<file path="src/rtl/instruction_fetch_unit_pkg.sv">
// Shared constants and state encoding for the instruction fetch stage.
package instruction_fetch_unit_pkg;

  localparam logic [31:0] NOP_INSTR = 32'h0000_0013;

  typedef enum logic [1:0] {
    IF_FETCH   = 2'd0,
    IF_HOLD    = 2'd1,
    IF_DISCARD = 2'd2
  } if_state_e;

  function automatic logic [31:0] word_align(input logic [31:0] addr);
    return addr & 32'hFFFF_FFFC;
  endfunction

endpackage

</file>
<file path="src/rtl/instruction_fetch_unit_skid_buffer.sv">
// One-entry holding register for an instruction fetched while decode was stalled.
module fetch_skid_buffer
  import instruction_fetch_unit_pkg::*;
(
  input  logic        clk,
  input  logic        rst,
  input  logic        load,
  input  logic        clear,
  input  logic [31:0] instr_in,
  input  logic [31:0] pc_in,
  output logic [31:0] instr,
  output logic [31:0] pc,
  output logic        full
);

  always_ff @(posedge clk or posedge rst) begin
    if (rst) begin
      instr <= NOP_INSTR;
      pc    <= '0;
      full  <= 1'b0;
    end else if (load) begin
      instr <= instr_in;
      pc    <= pc_in;
      full  <= 1'b1;
    end else if (clear) begin
      full  <= 1'b0;
    end
  end

endmodule

</file>
<file path="src/rtl/instruction_fetch_unit.sv">
// IF stage: owns the PC, issues busywait-handshaked reads, and drives the IF/ID register.
module instruction_fetch_unit
  import instruction_fetch_unit_pkg::*;
#(
  parameter logic [31:0] RESET_VECTOR = 32'h0000_0000
) (
  input  logic        CLK,
  input  logic        RESET,
  output logic [31:0] IMEM_ADDR,
  output logic        IMEM_READ,
  input  logic [31:0] IMEM_INSTR,
  input  logic        IMEM_BUSYWAIT,
  input  logic        BRANCH_TAKEN,
  input  logic [31:0] BRANCH_TARGET,
  input  logic        STALL,
  output logic [31:0] IF_PC,
  output logic [31:0] IF_INSTR,
  output logic        IF_VALID,
  output logic        IF_BUSY
);

  if_state_e   state, state_n;
  logic [31:0] pc, pc_n, pc_plus4;
  logic [31:0] pend_target, pend_target_n;
  logic [31:0] if_pc_n, if_instr_n;
  logic        if_valid_n;
  logic [31:0] target;
  logic        read_req, complete;
  logic        skid_load, skid_clear, skid_full;
  logic [31:0] skid_instr, skid_pc;

  assign target   = word_align(BRANCH_TARGET);
  assign pc_plus4 = pc + 32'd4;
  assign read_req = (state != IF_HOLD);
  assign complete = read_req && !IMEM_BUSYWAIT;

  // PC is left untouched while DISCARD waits, so it still holds the abandoned address.
  assign IMEM_ADDR = pc;
  assign IMEM_READ = read_req && !RESET;
  assign IF_BUSY   = IMEM_READ && IMEM_BUSYWAIT;

  fetch_skid_buffer u_skid (
    .clk      (CLK),
    .rst      (RESET),
    .load     (skid_load),
    .clear    (skid_clear),
    .instr_in (IMEM_INSTR),
    .pc_in    (pc),
    .instr    (skid_instr),
    .pc       (skid_pc),
    .full     (skid_full)
  );

  always_comb begin
    state_n       = state;
    pc_n          = pc;
    pend_target_n = pend_target;
    if_pc_n       = IF_PC;
    if_instr_n    = IF_INSTR;
    if_valid_n    = IF_VALID;
    skid_load     = 1'b0;
    skid_clear    = 1'b0;

    unique case (state)
      IF_FETCH: begin
        if (BRANCH_TAKEN) begin
          if_valid_n = 1'b0;
          if (IMEM_BUSYWAIT) begin
            pend_target_n = target;
            state_n       = IF_DISCARD;
          end else begin
            pc_n = target;
          end
        end else if (complete) begin
          pc_n = pc_plus4;
          if (STALL) begin
            skid_load = 1'b1;
            state_n   = IF_HOLD;
          end else begin
            if_instr_n = IMEM_INSTR;
            if_pc_n    = pc;
            if_valid_n = 1'b1;
          end
        end else if (!STALL) begin
          if_valid_n = 1'b0;
        end
      end

      IF_HOLD: begin
        if (BRANCH_TAKEN) begin
          pc_n       = target;
          skid_clear = 1'b1;
          if_valid_n = 1'b0;
          state_n    = IF_FETCH;
        end else if (!STALL) begin
          if_instr_n = skid_instr;
          if_pc_n    = skid_pc;
          if_valid_n = skid_full;
          skid_clear = 1'b1;
          state_n    = IF_FETCH;
        end
      end

      IF_DISCARD: begin
        if_valid_n = 1'b0;
        if (BRANCH_TAKEN) pend_target_n = target;
        // A redirect landing on the completion edge wins over the stored target.
        if (complete) begin
          pc_n    = BRANCH_TAKEN ? target : pend_target;
          state_n = IF_FETCH;
        end
      end

      default: begin
        state_n    = IF_FETCH;
        if_valid_n = 1'b0;
      end
    endcase
  end

  always_ff @(posedge CLK or posedge RESET) begin
    if (RESET) begin
      state       <= IF_FETCH;
      pc          <= RESET_VECTOR;
      pend_target <= '0;
      IF_PC       <= '0;
      IF_INSTR    <= NOP_INSTR;
      IF_VALID    <= 1'b0;
    end else begin
      state       <= state_n;
      pc          <= pc_n;
      pend_target <= pend_target_n;
      IF_PC       <= if_pc_n;
      IF_INSTR    <= if_instr_n;
      IF_VALID    <= if_valid_n;
    end
  end

endmodule

</file>
<file path="config.mk">
export PLATFORM = sky130hd
export DESIGN_NAME = instruction_fetch_unit
export DESIGN_NICKNAME = d
export VERILOG_FILES = /design/src/rtl/instruction_fetch_unit_pkg.sv /design/src/rtl/instruction_fetch_unit_skid_buffer.sv /design/src/rtl/instruction_fetch_unit.sv
export SDC_FILE = /design/constraint.sdc
export NUM_CORES = 1
export LEC_CHECK = 0
export BUFFER_PORTS_ARGS = -buffer_cell sky130_fd_sc_hd__buf_2
export CAP_MARGIN = 20
export CELL_PAD_IN_SITES_DETAIL_PLACEMENT = 0
export CELL_PAD_IN_SITES_GLOBAL_PLACEMENT = 1
export CORE_AREA = 2 2 207 209
export CTS_CLUSTER_DIAMETER = 120
export DETAILED_ROUTE_END_ITERATION = 8
export DIE_AREA = 0 0 209 211
export PLACE_DENSITY_LB_ADDON = 0.05
export SLEW_MARGIN = 5
export SYNTH_ARGS = -nofsm -noshare
export SYNTH_HDL_FRONTEND = slang
export SYNTH_SLANG_ARGS = --single-unit
</file>
<file path="constraint.sdc">
create_clock -name CLK -period 6.7 [get_ports CLK]
set_input_delay 1.005 -clock CLK [delete_from_list [all_inputs] [get_ports CLK]]
set_output_delay 1.005 -clock CLK [all_outputs]
set_load 0.1 [all_outputs]
</file>
==> results of run 1 <==
## worst max-delay path by stage
stage / depth (start not counted) / to / slack [ns]
global route: 8 / IMEM_ADDR[18] / 3.06
global placement: 8 / IMEM_ADDR[29] / 3.27
CTS: 5 / IF_BUSY / 3.28
floorplan: 1 / IF_INSTR[10] / 0.36
finish: 5 / IF_BUSY / 3.35
detailed placement: 8 / IMEM_ADDR[16] / 3.29
## through the flow
step,setup WS (ns),std cells,hold WS (ns),utilization (%)
6_report,3.35,1589,0.464,27.5
5_1_grt,3.06,1589,0.486,27.5
3_3_place_gp,3.27,1559,0.456,26.1
3_5_place_dp,3.29,1559,0.457,26.1
4_1_cts,3.28,1589,0.468,27.5
2_1_floorplan,0.364,912,0.448,-
## cell usage after synthesis, drive strengths merged (2+ instances only)
cell | n | area (um2)
xor2 | 2 | 17.5
and2 | 3 | 18.8
o21ai | 116 | 584
nor2 | 17 | 63.8
a21boi | 2 | 15.0
a21o | 2 | 15.0
dfstp | 6 | 158
inv | 19 | 71.3
o22ai | 5 | 37.5
nand2 | 134 | 503
o211ai | 9 | 67.6
o31ai | 12 | 95.1
a21oi | 45 | 225
nor3 | 12 | 60.1
clkbuf | 51 | 193
buf | 18 | 78.8
a22o | 7 | 61.3
a221oi | 9 | 78.8
or4 | 3 | 26.3
nand3 | 17 | 90.1
nand4 | 11 | 75.1
o2bb2ai | 3 | 26.3
and3 | 2 | 12.5
a311oi | 3 | 26.3
or2 | 2 | 12.5
a32o | 6 | 60.1
or3 | 3 | 28.8
ha | 5 | 62.6
mux2 | 90 | 1010
a2bb2oi | 2 | 17.5
mux2i | 77 | 771
a22oi | 4 | 30.0
and4 | 5 | 45.0
o41ai | 5 | 43.8
dfrtp | 190 | 4750
a31oi | 3 | 18.8
## critical path: cells and delay by family (launching register included)
kind / cells / cell delay [ns]
and+or+nand+nor: 2 / 0.32
adders and majority gates: 1 / 0.66
DFF: 1 / 0.44
buffers and inverters: 2 / 0.44
## per-layer routing
metal | up-vias | routed length, um | GRT usage (%)
li1 | 3554 | - | -
met1 | 3561 | 15900 | 20.9
met2 | 130 | 13900 | 21.9
met3 | 15 | 995 | 2.74
met4 | 0 | 208 | 3.37
met5 | - | 0 | 0
## cell type report
| class | instances | area [um2] | area share [%] |
|---|---|---|---|
| Clock inverter | 9 | 96.3 | 0.840 |
| Clock buffer | 21 | 460 | 4.01 |
| Timing Repair Buffer | 177 | 916 | 7.98 |
| Sequential cell | 196 | 4910 | 42.8 |
| Tap cell | 539 | 674 | 5.88 |
| Inverter | 19 | 78.8 | 0.687 |
| Multi-Input combinational cell | 628 | 4340 | 37.8 |
## registers in the layout (all words and copies together), names as in the netlist
name / flops
pend_target: 32
IMEM_ADDR: 32
IF_PC: 32
u_skid.full: 1
IF_VALID: 1
state: 2
IF_INSTR: 32
u_skid.instr: 32
u_skid.pc: 32
## kinds of logic after synthesis
family          count (synthesis)  synth area share, %
flops                         196                 51.4
fa+ha+maj                       5                0.655
simple gates                  213                 10.1
xor+xnor                        3                0.275
compound gates                240                 15.3
mux                           167                 18.7
buf+inv                        88                 3.59
==> results.toml, run 1 <==
[route]
drc = 0
vias_per_cell = 4.57
drt-total-wl_mm = 31.1
ant_nets = 0
first_pass_iters = 4
wl_per_cell_um = 19.5
vias = 7260
dr.first_iter.drc_count = 450

[clocking]
cts_buffer_depth = 2
clk_root_buffer_cell = "clkbuf_16"
cts_setup_buffers = 0
numClockSinks = 196
cts_resized = 0
cts_made_buffers = 17
cts_tree = "done"
holdBufCountCts = 0
clk_pin_slew_ns = 0.07
clkLatencyLatePin_ns = 0.45
h-tree-depth = 4

[timing]
maxSlewHeadroom_pct = 34.0
hold_viol = 0
min_period_ns = 3.35
setup_violations = 0
fmax_mhz = 299
rsz0062_at_grt = "false"
worstMarginPinSlew_ns = 0.991
maxSlewViolCount = 0
finalSetupTns_ns = 0
fin_skew_ns = 0.00731
period_share_pct = 50.0

[logic_synthesis]
netlist_instances = 912
synthesis.area_mm2 = 0.00955
synth_ff_type = "dfrtp_1"
yosysWarnings = 0
avgSynthCellArea_um2 = 10.5
synth_edf_count = 0
seq_area_frac_synth_pct = 51.4
ys_ff_latch = 196
synthArstFlopShare_pct = 100
ys_types = 60
syn_nets = 986

[grt]
globalRouteTotalUtil_pct = 14.4
grt_max_degree = 97
grt_antenna_before_repair = 0
overflow = 0
grt_pass1_wl_mm = 47.2
grt_pass1_vias = 7084

[worst_hold_path]
hold_path_class = "reg2reg"
hold-path-endpoint = "IF_INSTR[4]"
worst_hold_path.num_cells = 2
worstHoldStart = "IF_INSTR[4]"

[worst_setup_path]
r2r-start = "state[0]"
crit_start = "state[1]"
crit_required_ns = 5.69
reg2reg_to = "IMEM_ADDR[16]"
worst_setup_path_end_kind = "output pin"
rr_worst_depth = 8
cp_slowest_cell = "ha_4"
cpPeakStageDelay_ns = 0.66
worstPathMaxFanout = 44
cp.arrival_ns = 2.34
crit_type = "reg2out"
start_kind = "flop"
reg2reg_slack_ns = 3.36
cp_cell_sequence = "inv_1 -> ha_4 -> nor2_1 -> and2_1 -> buf_2"

[placed_design]
io_buffer_count = 165
place.gp.congestion = 0.709
hpwlAfterDp_mm = 20.4
placed_cell_area_mm2 = 0.0109

[cells_and_area]
drive_gt1_share_pct = 30.2
n_antenna_cell = 0
layout_common_cells = "dfrtp_1, buf_2, nand2_1"
finalInstanceArea_mm2 = 0.0115
syn_to_final_growth_pct = 20.1
fillers = 4438
final_common_cell = "dfrtp_1"
fin_nets = 1113

[die]
die_area_mm2 = 0.0441
core_area_mm2 = 0.0418
rows = 75
die_w_um = 209
pin_count = 168
start_util_pct = 22.9
die_h_um = 211

[status]
outcome = "finished, final reports clean"

[run]
drv_cap = 0
Power of run 1 is not shown: default switching activity piles up to over one toggle a cycle in this logic, so the estimate is an artifact.
==> run 2, diff against run 1 <==
- ABC_AREA: default -> 1
- CORE_AREA: 2 2 207 209 -> 2 2 214 216
- DIE_AREA: 0 0 209 211 -> 0 0 216 218
- clock period: 6.7 -> 2.9 ns (I/O delays scaled with it)
==> run 2 against run 1 <==
Effect of this change:
- sequential share of layout area down 3.2 points
- via count rose by 20%
- synthesized area grew 6.4%
- final cell count up 28%
- die area up 6.8%
- register-to-register slack lost 2.8 ns
- global-route usage is 1.5 points higher
==> results.toml, run 2 <==
[grt]
grt_pass1_wl_mm = 55.5
globalRouteTotalUtil_pct = 15.9
grt_antenna_before_repair = 0
grt_pass1_vias = 8469
overflow = 0
grt_max_degree = 82

[logic_synthesis]
yosysWarnings = 0
synth_edf_count = 0
avgSynthCellArea_um2 = 7.94
synthTopCellsByCount = "nand2_1, dfrtp_1, nor2_1"
yosysMostFrequentCell = "nand2_1"
ys_ff_latch = 196
synthArstFlopShare_pct = 100
syn_nets = 1354
synthesis.area_mm2 = 0.0102
netlist_instances = 1280
synth_top_area_share_pct = 46.8
ys_types = 34
seq_area_frac_synth_pct = 48.3
synth_area_leaders = "dfrtp_1, nand2_1, mux2_4"
synth_ff_type = "dfrtp_1"
synth_top_area_cell = "dfrtp_1"

[cells_and_area]
final_common_cell = "nand2_1"
n_antenna_cell = 0
layout_common_cells = "nand2_1, dfrtp_1, buf_2"
syn_to_final_growth_pct = 22.1
drive_gt1_share_pct = 20.4
fin_nets = 1490
layoutNonFillerInstCount = 2029

[timing]
fmax_mhz = 379
period_share_pct = 91.1
finalSetupTns_ns = 0
fin_skew_ns = 0.0111
maxSlewViolCount = 0
fin_ws_ns = 0.259
min_period_ns = 2.64
setup_violations = 0
whs_ns = 0.0995
worstMarginPinSlew_ns = 0.915
rsz0062_at_grt = "false"
hold_viol = 0
maxSlewHeadroom_pct = 39.0

[clocking]
h-tree-depth = 4
numClockSinks = 196
cts_made_buffers = 17
clkLatencyLatePin_ns = 0.50
cts_resized = 0
cts_buffer_depth = 2
clk_pin_slew_ns = 0.08
holdBufCountCts = 0
clk_root_buffer_cell = "clkbuf_16"
cts_tree = "done"
cts_setup_buffers = 0

[route]
vias_per_cell = 4.31
vias = 8738
dr.first_iter.drc_count = 607
ant_nets = 0
wl_per_cell_um = 17.9
first_pass_iters = 5
drt-total-wl_mm = 36.2
drc = 0

[worst_setup_path]
worst_setup_path_end_kind = "output pin"
cp.arrival_ns = 2.21
start_kind = "flop"
worstPathMaxFanout = 67
r2r-start = "state[0]"
crit_required_ns = 2.47
critPathCapture = "IF_BUSY"
crit_type = "reg2out"
reg2reg_to = "u_skid.instr[22]"
rr_worst_depth = 7
crit_start = "state[1]"
reg2reg_slack_ns = 0.58

[placed_design]
hpwlAfterDp_mm = 25.1
place.gp.congestion = 0.722
post-place-ws_ns = 0.614
place_inst = 1997
io_buffer_count = 165

[die]
rows = 78
pin_count = 168
core_area_mm2 = 0.0449
start_util_pct = 22.6
die_h_um = 218
die_w_um = 216
die_area_mm2 = 0.0471

[status]
outcome = "finished, final reports clean"

[run]
drv_cap = 0

[worst_hold_path]
hold_path_class = "in2async"
run 2: worst min path at each step:
stage	startpoint	endpoint	slack (ns)	cells past startpoint
floorplan	u_skid.pc[10]	u_skid.pc[10]	0.45	2
global placement	u_skid.pc[20]	u_skid.pc[20]	0.47	2
detailed placement	u_skid.pc[6]	u_skid.pc[6]	0.47	2
CTS	RESET	IF_INSTR[16]	0.09	2
global route	RESET	IF_INSTR[16]	0.12	2
finish	RESET	IF_INSTR[14]	0.1	2
run 2: metal layers:
metal | GRT usage (%) | share of wire, % | vias to the layer above | wire length, um
met3 | 3.57 | 3.3 | 21 | 1210
met4 | 4.66 | 1.3 | 0 | 482
li1 | - | - | 4480 | -
met5 | 0 | 0 | - | 0
met2 | 22.6 | 42 | 157 | 15200
met1 | 23.7 | 53 | 4080 | 19300
run 2: logic make-up after synthesis:
logic type | count (synthesis) | share of synthesized area, %
buf+inv | 149 | 6.55
fa+ha+maj | 5 | 0.616
simple gates | 620 | 23.8
xor+xnor | 5 | 0.431
compound gates | 267 | 14.7
flops | 196 | 48.3
mux | 38 | 5.54
run 2: final cells by class:
type | count | area [um2]
fillers | 4953 | 32500
flip-flops and latches | 196 | 4910
multi-input cells | 935 | 4630
repair buffers | 196 | 1220
well taps | 600 | 751
clock buffers | 22 | 484
inverters | 70 | 267
clock inverters | 10 | 146
run 2: metrics by stage:
| stage | utilization (%) | cell area (um2) |
|---|---|---|
| 3_5_place_dp | 26.2 | 11800 |
| 3_3_place_gp | 26.2 | 11800 |
| 4_1_cts | 27.6 | 12400 |
| 5_1_grt | 27.6 | 12400 |
| 6_report | 27.6 | 12400 |
| 2_1_floorplan | - | 10200 |
run 2: worst max-delay path: stages (launching register included):
cell     delay, ns
dfrtp_1       0.40
inv_1         0.11
ha_4          0.26
buf_12        0.23
nor3_2        0.21
buf_2         0.44
Power of run 2 is left out for the same reason.
